[src/rtl/traffic_phase_encoder.sv]
// traffic_phase_encoder
//   Walks the fixed five-phase intersection cycle P0..P4 and drives the 8-bit
//   A..H light code for the downstream decoder. Phase timing is counted in
//   seconds derived from CLK. The Lane 1/2 green (P1) is extended one second
//   at a time while no Lane 4 vehicle is sensed, up to MAX_EXT seconds.
//   HOLD freezes all timing.
//
// Ports
//   CLK        in   system clock
//   rst_n      in   asynchronous active-low reset
//   SENSE4     in   Lane 4 vehicle present (asynchronous, synchronized here)
//   HOLD       in   freeze prescaler, timers and phase while high
//   CODE[7:0]  out  registered phase code, CODE[7]=A .. CODE[0]=H
//   PHASE[2:0] out  registered phase index 0..4
//   PHASE_STB  out  one-cycle pulse on the cycle CODE takes a new value
//   TICK       out  one-cycle pulse at each one-second boundary
module traffic_phase_encoder #(
  parameter int unsigned TICKS_PER_SEC = 100000000,
  parameter int unsigned T_P0          = 20,
  parameter int unsigned T_P1          = 10,
  parameter int unsigned T_P2          = 3,
  parameter int unsigned T_P3          = 15,
  parameter int unsigned T_P4          = 3,
  parameter int unsigned MAX_EXT       = 30
) (
  input  logic       CLK,
  input  logic       rst_n,
  input  logic       SENSE4,
  input  logic       HOLD,
  output logic [7:0] CODE,
  output logic [2:0] PHASE,
  output logic       PHASE_STB,
  output logic       TICK
);

  localparam int PRE_W = (TICKS_PER_SEC > 1) ? $clog2(TICKS_PER_SEC) : 1;
  localparam logic [PRE_W-1:0] PRE_MAX = PRE_W'(TICKS_PER_SEC - 1);

  // A zero duration would never expire; treat it as one second.
  localparam logic [7:0] DUR0 = (T_P0 == 0) ? 8'd1 : 8'(T_P0);
  localparam logic [7:0] DUR1 = (T_P1 == 0) ? 8'd1 : 8'(T_P1);
  localparam logic [7:0] DUR2 = (T_P2 == 0) ? 8'd1 : 8'(T_P2);
  localparam logic [7:0] DUR3 = (T_P3 == 0) ? 8'd1 : 8'(T_P3);
  localparam logic [7:0] DUR4 = (T_P4 == 0) ? 8'd1 : 8'(T_P4);
  localparam logic [7:0] EXT_LIMIT = 8'(MAX_EXT);

  typedef enum logic [2:0] {
    PH0 = 3'd0,
    PH1 = 3'd1,
    PH2 = 3'd2,
    PH3 = 3'd3,
    PH4 = 3'd4
  } phase_e;

  function automatic logic [7:0] code_of(input phase_e p);
    case (p)
      PH0:     code_of = 8'b0100_0111;
      PH1:     code_of = 8'b0101_1111;
      PH2:     code_of = 8'b1000_1011;
      PH3:     code_of = 8'b1100_1101;
      PH4:     code_of = 8'b1100_1110;
      default: code_of = 8'b0100_0111;
    endcase
  endfunction

  logic             s4_meta_q, s4_q;
  logic [PRE_W-1:0] pre_cnt_q, pre_cnt_d;
  logic [7:0]       sec_cnt_q, sec_cnt_d;
  logic [7:0]       ext_cnt_q, ext_cnt_d;
  phase_e           phase_q, phase_d;
  logic [7:0]       code_q, code_d;
  logic             stb_q, stb_d;
  logic             tick;
  logic             expire;
  logic [7:0]       t_cur;

  always_ff @(posedge CLK or negedge rst_n) begin
    if (!rst_n) begin
      s4_meta_q <= 1'b0;
      s4_q      <= 1'b0;
      pre_cnt_q <= '0;
      sec_cnt_q <= 8'd0;
      ext_cnt_q <= 8'd0;
      phase_q   <= PH0;
      code_q    <= 8'b0100_0111;
      stb_q     <= 1'b0;
    end else begin
      s4_meta_q <= SENSE4;
      s4_q      <= s4_meta_q;
      pre_cnt_q <= pre_cnt_d;
      sec_cnt_q <= sec_cnt_d;
      ext_cnt_q <= ext_cnt_d;
      phase_q   <= phase_d;
      code_q    <= code_d;
      stb_q     <= stb_d;
    end
  end

  always_comb begin
    pre_cnt_d = pre_cnt_q;
    sec_cnt_d = sec_cnt_q;
    ext_cnt_d = ext_cnt_q;
    phase_d   = phase_q;
    stb_d     = 1'b0;

    case (phase_q)
      PH0:     t_cur = DUR0;
      PH1:     t_cur = DUR1;
      PH2:     t_cur = DUR2;
      PH3:     t_cur = DUR3;
      PH4:     t_cur = DUR4;
      default: t_cur = DUR0;
    endcase

    // HOLD masks the tick, so every counter and the phase stay frozen.
    tick   = (pre_cnt_q == PRE_MAX) && !HOLD;
    expire = tick && (sec_cnt_q == t_cur - 8'd1);

    if (!HOLD) begin
      pre_cnt_d = tick ? '0 : pre_cnt_q + PRE_W'(1);
    end
    if (tick) begin
      sec_cnt_d = sec_cnt_q + 8'd1;
    end

    case (phase_q)
      PH0: if (expire) begin
        phase_d   = PH1;
        sec_cnt_d = 8'd0;
        ext_cnt_d = 8'd0;
        stb_d     = 1'b1;
      end
      PH1: if (expire) begin
        if (s4_q || (ext_cnt_q == EXT_LIMIT)) begin
          phase_d   = PH2;
          sec_cnt_d = 8'd0;
          ext_cnt_d = 8'd0;
          stb_d     = 1'b1;
        end else begin
          // Extend by one second: keep sec_cnt parked at its last value so
          // the next tick re-evaluates expiry.
          ext_cnt_d = ext_cnt_q + 8'd1;
          sec_cnt_d = sec_cnt_q;
        end
      end
      PH2: if (expire) begin
        phase_d   = PH3;
        sec_cnt_d = 8'd0;
        stb_d     = 1'b1;
      end
      PH3: if (expire) begin
        phase_d   = PH4;
        sec_cnt_d = 8'd0;
        stb_d     = 1'b1;
      end
      PH4: if (expire) begin
        phase_d   = PH0;
        sec_cnt_d = 8'd0;
        stb_d     = 1'b1;
      end
      default: begin
        // Illegal encoding: recover to a clean P0 start.
        phase_d   = PH0;
        pre_cnt_d = '0;
        sec_cnt_d = 8'd0;
        ext_cnt_d = 8'd0;
        stb_d     = 1'b1;
      end
    endcase

    code_d = code_of(phase_d);
  end

  assign CODE      = code_q;
  assign PHASE     = phase_q;
  assign PHASE_STB = stb_q;
  assign TICK      = tick;

endmodule
[config.mk]
export PLATFORM = sky130hd
export DESIGN_NAME = traffic_phase_encoder
export DESIGN_NICKNAME = d
export VERILOG_FILES = /design/src/rtl/traffic_phase_encoder.sv
export SDC_FILE = /design/constraint.sdc
export NUM_CORES = 1
export LEC_CHECK = 0
export ABC_AREA = 1
export CAP_MARGIN = 10
export CORE_MARGIN = 4
export CORE_UTILIZATION = 54
export DETAILED_ROUTE_END_ITERATION = 16
export PLACE_DENSITY_LB_ADDON = 0.1
export SETUP_SLACK_MARGIN = 0.3
export SLEW_MARGIN = 20
export SYNTH_ARGS = -nofsm -noshare
export SYNTH_HDL_FRONTEND = slang
export SYNTH_SLANG_ARGS = --single-unit
[constraint.sdc]
create_clock -name CLK -period 1.7 [get_ports CLK]
set_input_delay 0.425 -clock CLK [delete_from_list [all_inputs] [get_ports CLK]]
set_output_delay 0.425 -clock CLK [all_outputs]
set_load 0.01 [all_outputs]
=== After elaboration in Yosys (flattened, before gate mapping) ===
Index checks and enable logic that the tools add are counted.

* Reduce and logical (&&, ||, !) cells: 10
* Add/subtract/negate cells: 4
* Bitwise gates (word level): 1
* Eq/ne operators: 15
* Muxes and demuxes: 25

{| class="wikitable"
|+ Operator list
! operator !! number
|-
| $mux 27 || 3
|-
| $mux 8 || 7
|-
| $pmux 8 s4 || 1
|-
| $add 27x1->27 const B || 1
|-
| $eq 27x27->1 const B || 1
|-
| $pmux 8 s3 || 1
|-
| $mux 3 || 6
|-
| $add 8x1->8 const B || 2
|-
| $pmux 8 s2 || 1
|-
| $pmux 3 s5 || 1
|-
| $pmux 5 s3 || 1
|-
| $eq 3x2->1 const B || 4
|-
| $eq 8x5->1 const B || 1
|-
| $eq 8x8->1 || 1
|-
| $sub 8x1->8 const B || 1
|-
| $eq 3x1->1 const B || 2
|-
| $eq 3x3->1 const B || 2
|-
| $ne 2x2->1 const B || 3
|-
| $reduce_or 5->1 || 1
|-
| $reduce_or 4->1 || 1
|-
| $logic_not 3->1 || 1
|-
| $mux 1 || 3
|-
| $ne 3x3->1 const B || 1
|-
| $reduce_and 3->1 || 1
|-
| other kinds (7) || 8
|}

* Register bits: 57
* Output and inout bits: 13

=== Longest topological paths before layout ===
* Word-level depth: 10
* Depth in mapped cells: 14
* Gate-level depth less buffers: 13

=== Least setup slack after synthesis ===
No wires, ideal clock.

* Path type: reg2reg
* Start point: register pre_cnt_q[1]
* End point: register ext_cnt_q[5]
* Cell stages (with the launch flop): 14
* Setup slack: 0.010 ns
* Path buffers: 1
* Library setup time: 0.118 ns
* Data required time: 1.582 ns
* Arrival time: 1.572 ns
* Clock period less this slack: 1.690 ns
* Cell sequence: dfrtp_1 > ha_1 > nand2_1 > inv_1 > nand3_1 > nor2_1 > nand2_1 > nor2_2 > nand2_2 > nand2_4 > nand2_4 > buf_6 > nand2_1 > o21ai_2

* Word-level cells in the longest chain between the ends: 5
* Elaborated cells between the ends (all ways): 6
* Classes of those cells: 3 x eq/ne; 3 x reduce/logical

{| class="wikitable"
|+ RTL lines
! element !! line !! text
|-
| start: declaration || 67 || <nowiki>logic [PRE_W-1:0] pre_cnt_q, pre_cnt_d;</nowiki>
|-
| start signal: assignment || 90 || <nowiki>pre_cnt_q <= pre_cnt_d;</nowiki>
|-
| $eq 27x27->1 (*) || 116 || <nowiki>tick = (pre_cnt_q == PRE_MAX) && !HOLD;</nowiki>
|-
| $logic_and 1x1->1 (*) || 116 ||
|-
| $logic_and 1x1->1 (*) || 117 || <nowiki>expire = tick && (sec_cnt_q == t_cur - 8'd1);</nowiki>
|-
| $ne 2x2->1 (no line) || - ||
|-
| $reduce_and 3->1 (no line) (*) || - ||
|-
| end signal: assignment || 92 || <nowiki>ext_cnt_q <= ext_cnt_d;</nowiki>
|-
| end: declaration || 69 || <nowiki>logic [7:0] ext_cnt_q, ext_cnt_d;</nowiki>
|}

Mark *: on every way between the ends. The rest lies on a longest branch, timed or not.
A chain may end at the register's enable or synchronous reset.

=== Worst setup path after layout ===
* Start point: register pre_cnt_q[12]
* End point: register pre_cnt_q[26]

* Word-level cells in the longest chain between the ends: 5
* Elaborated cells between the ends (all ways): 6
* Classes of those cells: 1 x add/sub; 1 x eq/ne; 3 x mux; 1 x reduce/logical

{| class="wikitable"
|+ RTL lines
! element !! line !! text
|-
| branches (longest 2 deep; another with $add 27x1->27) || - ||
|-
| $mux 27 (*) || 120 || <nowiki>pre_cnt_d = tick ? '0 : pre_cnt_q + PRE_W'(1);</nowiki>
|-
| $mux 27 (*) || 119 || <nowiki>if (!HOLD) begin</nowiki>
|-
| $mux 27 (*) || 126 || <nowiki>case (phase_q)</nowiki>
|}

Mark *: on every way between the ends. The select of a mux whose other input is x is not followed.

==> impl_metrics.json <==
{
  "status": "finished with violations",
  "violations": "setup timing",
  "crit_path_end": "pre_cnt_q[26]$_DFFE_PN0P_",
  "ios": 17,
  "path_cells": "buf_4 -> buf_4 -> nand2_1 -> nor3_1 -> nand3_1 -> nor3_1 -> nand3_1 -> nand3_2 -> o21ai_1",
  "multiInputGateArea_mm2": 0.00225,
  "drt_iter0_markers": 323,
  "hold_class": "in -> async",
  "rr_endpoint": "pre_cnt_q[26]$_DFFE_PN0P_",
  "worst_path_max_delay_cell": "dfrtp_1",
  "worstSetupPathDepth": 9,
  "seq_area_mm2": 0.00139,
  "grt_usage_pct": 25.3,
  "netSwitchingFraction_pct": 29.5,
  "yosysTopAreaCellShare_pct": 39.4,
  "hold_viol_final": 0,
  "antenna_found_initial": 0,
  "port_buffers": 15,
  "via_per_inst": 5.86,
  "slew_headroom_pct": 65.4,
  "clockBufferDepth": 2,
  "cpPeakStageDelay_ps": 400,
  "grt_pass1_vias": 3415,
  "fillers": 284,
  "syn_inst": 455,
  "grt_max_degree": 56,
  "rrSetupSlack_ps": -320,
  "yosys_warnings": 0,
  "initial_core_util_pct": 55.8,
  "diodes": 0,
  "required_ps": 1920,
  "reg2reg_depth": 9,
  "synth_area_leaders": "dfrtp_1 (39%), nand2_1 (16%), nor2_1 (6.4%)",
  "final_cell_mix": "nand2_1 (96), buf_4 (82), dfrtp_1 (48)",
  "drt_wl_total_um": 11800,
  "cts_tree": "yes",
  "layout_commonest_cell": "nand2_1",
  "startpoint_type": "flop",
  "die_w_um": 86.2,
  "die_h_um": 86.2,
  "numCtsBuffers": 5,
  "pre_cts_ws_ps": -567,
  "slew_violations": 0,
  "antenna_left": 0,
  "grt_pass1_wl_um": 15200,
  "clock_latency_ps": 320,
  "root_buffer": "clkbuf_8",
  "yosysSeqAreaShare_pct": 41.8,
  "fin_worst_skew_ps": 12.9,
  "clk_pin_slew_worst_paths_ps": 110,
  "timing.rr.start": "pre_cnt_q[12]$_DFFE_PN0P_",
  "synth_nets": 463,
  "crit_buf_inv": 2,
  "cts_sinks": 55,
  "areaGrowthSynthToFinish_pct": 56.0,
  "ys_ff_latch": 55,
  "async_reset_ff_share_pct": 100,
  "power_w": 0.00309,
  "vias": 3800,
  "peakVddDrop_mv": 0.932,
  "drc": 0,
  "dp_hpwl_um": 6040,
  "wl_per_cell_um": 18.1,
  "worstPathArrival_ps": 2240,
  "setup_violations": 49,
  "num_rows": 28,
  "grt_overflow": 0,
  "globalplace.congestion": 0.882,
  "setup.worst_path.class": "reg -> reg",
  "period_share_pct": 119,
  "finalNetCount": 581,
  "powerDensity_mw_per_mm2": 600,
  "tightestPinTransition_ps": 514,
  "fmax_mhz": 496,
  "firstDrtPassIters": 5,
  "power.switching_w": 0.000912,
  "fin_ws_ps": -315,
  "p_int_w": 0.00218,
  "avgSynthCellArea_um2": 7.26,
  "dieArea_mm2": 0.00743,
  "sequentialPowerShare_pct": 46.8,
  "coreArea_mm2": 0.00592,
  "synth_ff_type": "dfrtp_1",
  "combPwrFrac_pct": 22.6,
  "power_leakage_nw": 2.41,
  "drv_cap": 0,
  "htreeDepth": 2,
  "synth_edf_count": 0,
  "rsz0062_at_grt": "yes",
  "netlist_area_mm2": 0.00330,
  "drive_gt1_share_pct": 47.6,
  "yosysUniqueCellTypes": 34,
  "cp_top_family": "simple AND/OR/NAND/NOR gates",
  "finalCriticalPeriod_ps": 2020,
  "worstSetupEndpointType": "flop",
  "worstPathMaxFanout": 3,
  "clkPwrFrac_pct": 30.6,
  "cp-startpoint": "pre_cnt_q[12]$_DFFE_PN0P_",
  "yosys.area.top_type": "dfrtp_1",
  "holdBufCountCts": 0
}
## area by class of cell
class,instances,area share (%)
multi-input combinational,335,43.7
sequential,55,26.9
timing repair buffer,119,21.1
inverter,57,4.25
tap,75,1.82
clock buffer,5,1.33
clock inverter,3,0.922
## kinds of logic after synthesis
logic type               count (synthesis)  synth area share (%)
adder cells (fa/ha/maj)                  4                  1.51
buffers and inverters                   66                  8.41
other                                    1                 0.113
flip-flops                              55                  41.8
AND/OR/NAND/NOR                        270                  36.0
AO/OA/AOI/OAI                           44                  8.22
XOR/XNOR                                15                  3.98
## worst register-to-register path: stages (launching register included)
cell and delay [ps]:
dfrtp_1 400, buf_4 120, buf_4 110, nand2_1 90, nor3_1 330, nand3_1 160
nor3_1 330, nand3_1 180, nand3_2 110, o21ai_1 60
## power by group through the flow
stage	Combinational, W	Clock, W	Sequential, W
global placement	0.000481	0	0.00146
global route	0.000751	0.00100	0.00146
floorplan	0.000199	0	0.00149
finish	0.000699	0.000945	0.00145
CTS	0.000577	0.000937	0.00144
detailed placement	0.000498	0	0.00147
## synth_stat cells, types with 4 or more instances
| library cell | n |
|---|---|
| xor2_1 | 12 |
| a21oi_1 | 16 |
| a31oi_1 | 5 |
| inv_1 | 55 |
| o21ai_2 | 8 |
| nor3b_1 | 6 |
| nor3_1 | 14 |
| nand2_1 | 138 |
| o21ai_0 | 6 |
| nor2_1 | 56 |
| ha_1 | 4 |
| dfrtp_1 | 52 |
| nand3_1 | 26 |
| nand4_1 | 11 |
| nor2_2 | 5 |
## repair_timing
item / CTS / global route
setup endpoints to repair: 65 / 62
setup buffers: 12 / 20
pin swaps: 22 / 45
resized for setup: 108 / 113
cloned: 2 / 0
## flip-flops by register name, indices dropped and copies added (netlist names)
register,cells
pre_cnt_q,27
ext_cnt_q,8
sec_cnt_q,8
CODE,6
PHASE,3
PHASE_STB,1
s4_meta_q,1
s4_q,1
## how the worst min path moves through the flow
stage          slack (ps)                         to  cells past startpoint
5_1_grt                90   ext_cnt_q[3]$_DFFE_PN0P_                      2
6_report               80  pre_cnt_q[14]$_DFFE_PN0P_                      2
3_3_place_gp          330             s4_q$_DFF_PN0_                      0
4_1_cts                90  pre_cnt_q[17]$_DFFE_PN0P_                      2
3_5_place_dp          340             s4_q$_DFF_PN0_                      0
2_1_floorplan         130          CODE[3]$_DFF_PN0_                      0
## routing by layer
metal / global-route usage (%) / routed length, um / vias up
met4: 7.08 / 578 / 0
met2: 43.4 / 5850 / 230
met5: 0 / 0 / -
met1: 33.5 / 4460 / 1819
li1: - / - / 1687
met3: 3.61 / 869 / 64
## per-stage QoR
step	util [%]	cells	setup TNS (ps)	area [um2]	hold slack [ps]
finish	87.1	649	-7490	5150	77.0
global route	87.1	649	-12220	5150	93.5
CTS	77.3	629	-1610	4570	91.6
detailed placement	69.4	607	-21610	4110	338
global placement	69.4	607	-19140	4110	335
floorplan	-	455	0	3370	129
Note: power is estimated with default switching activity, not from simulation.
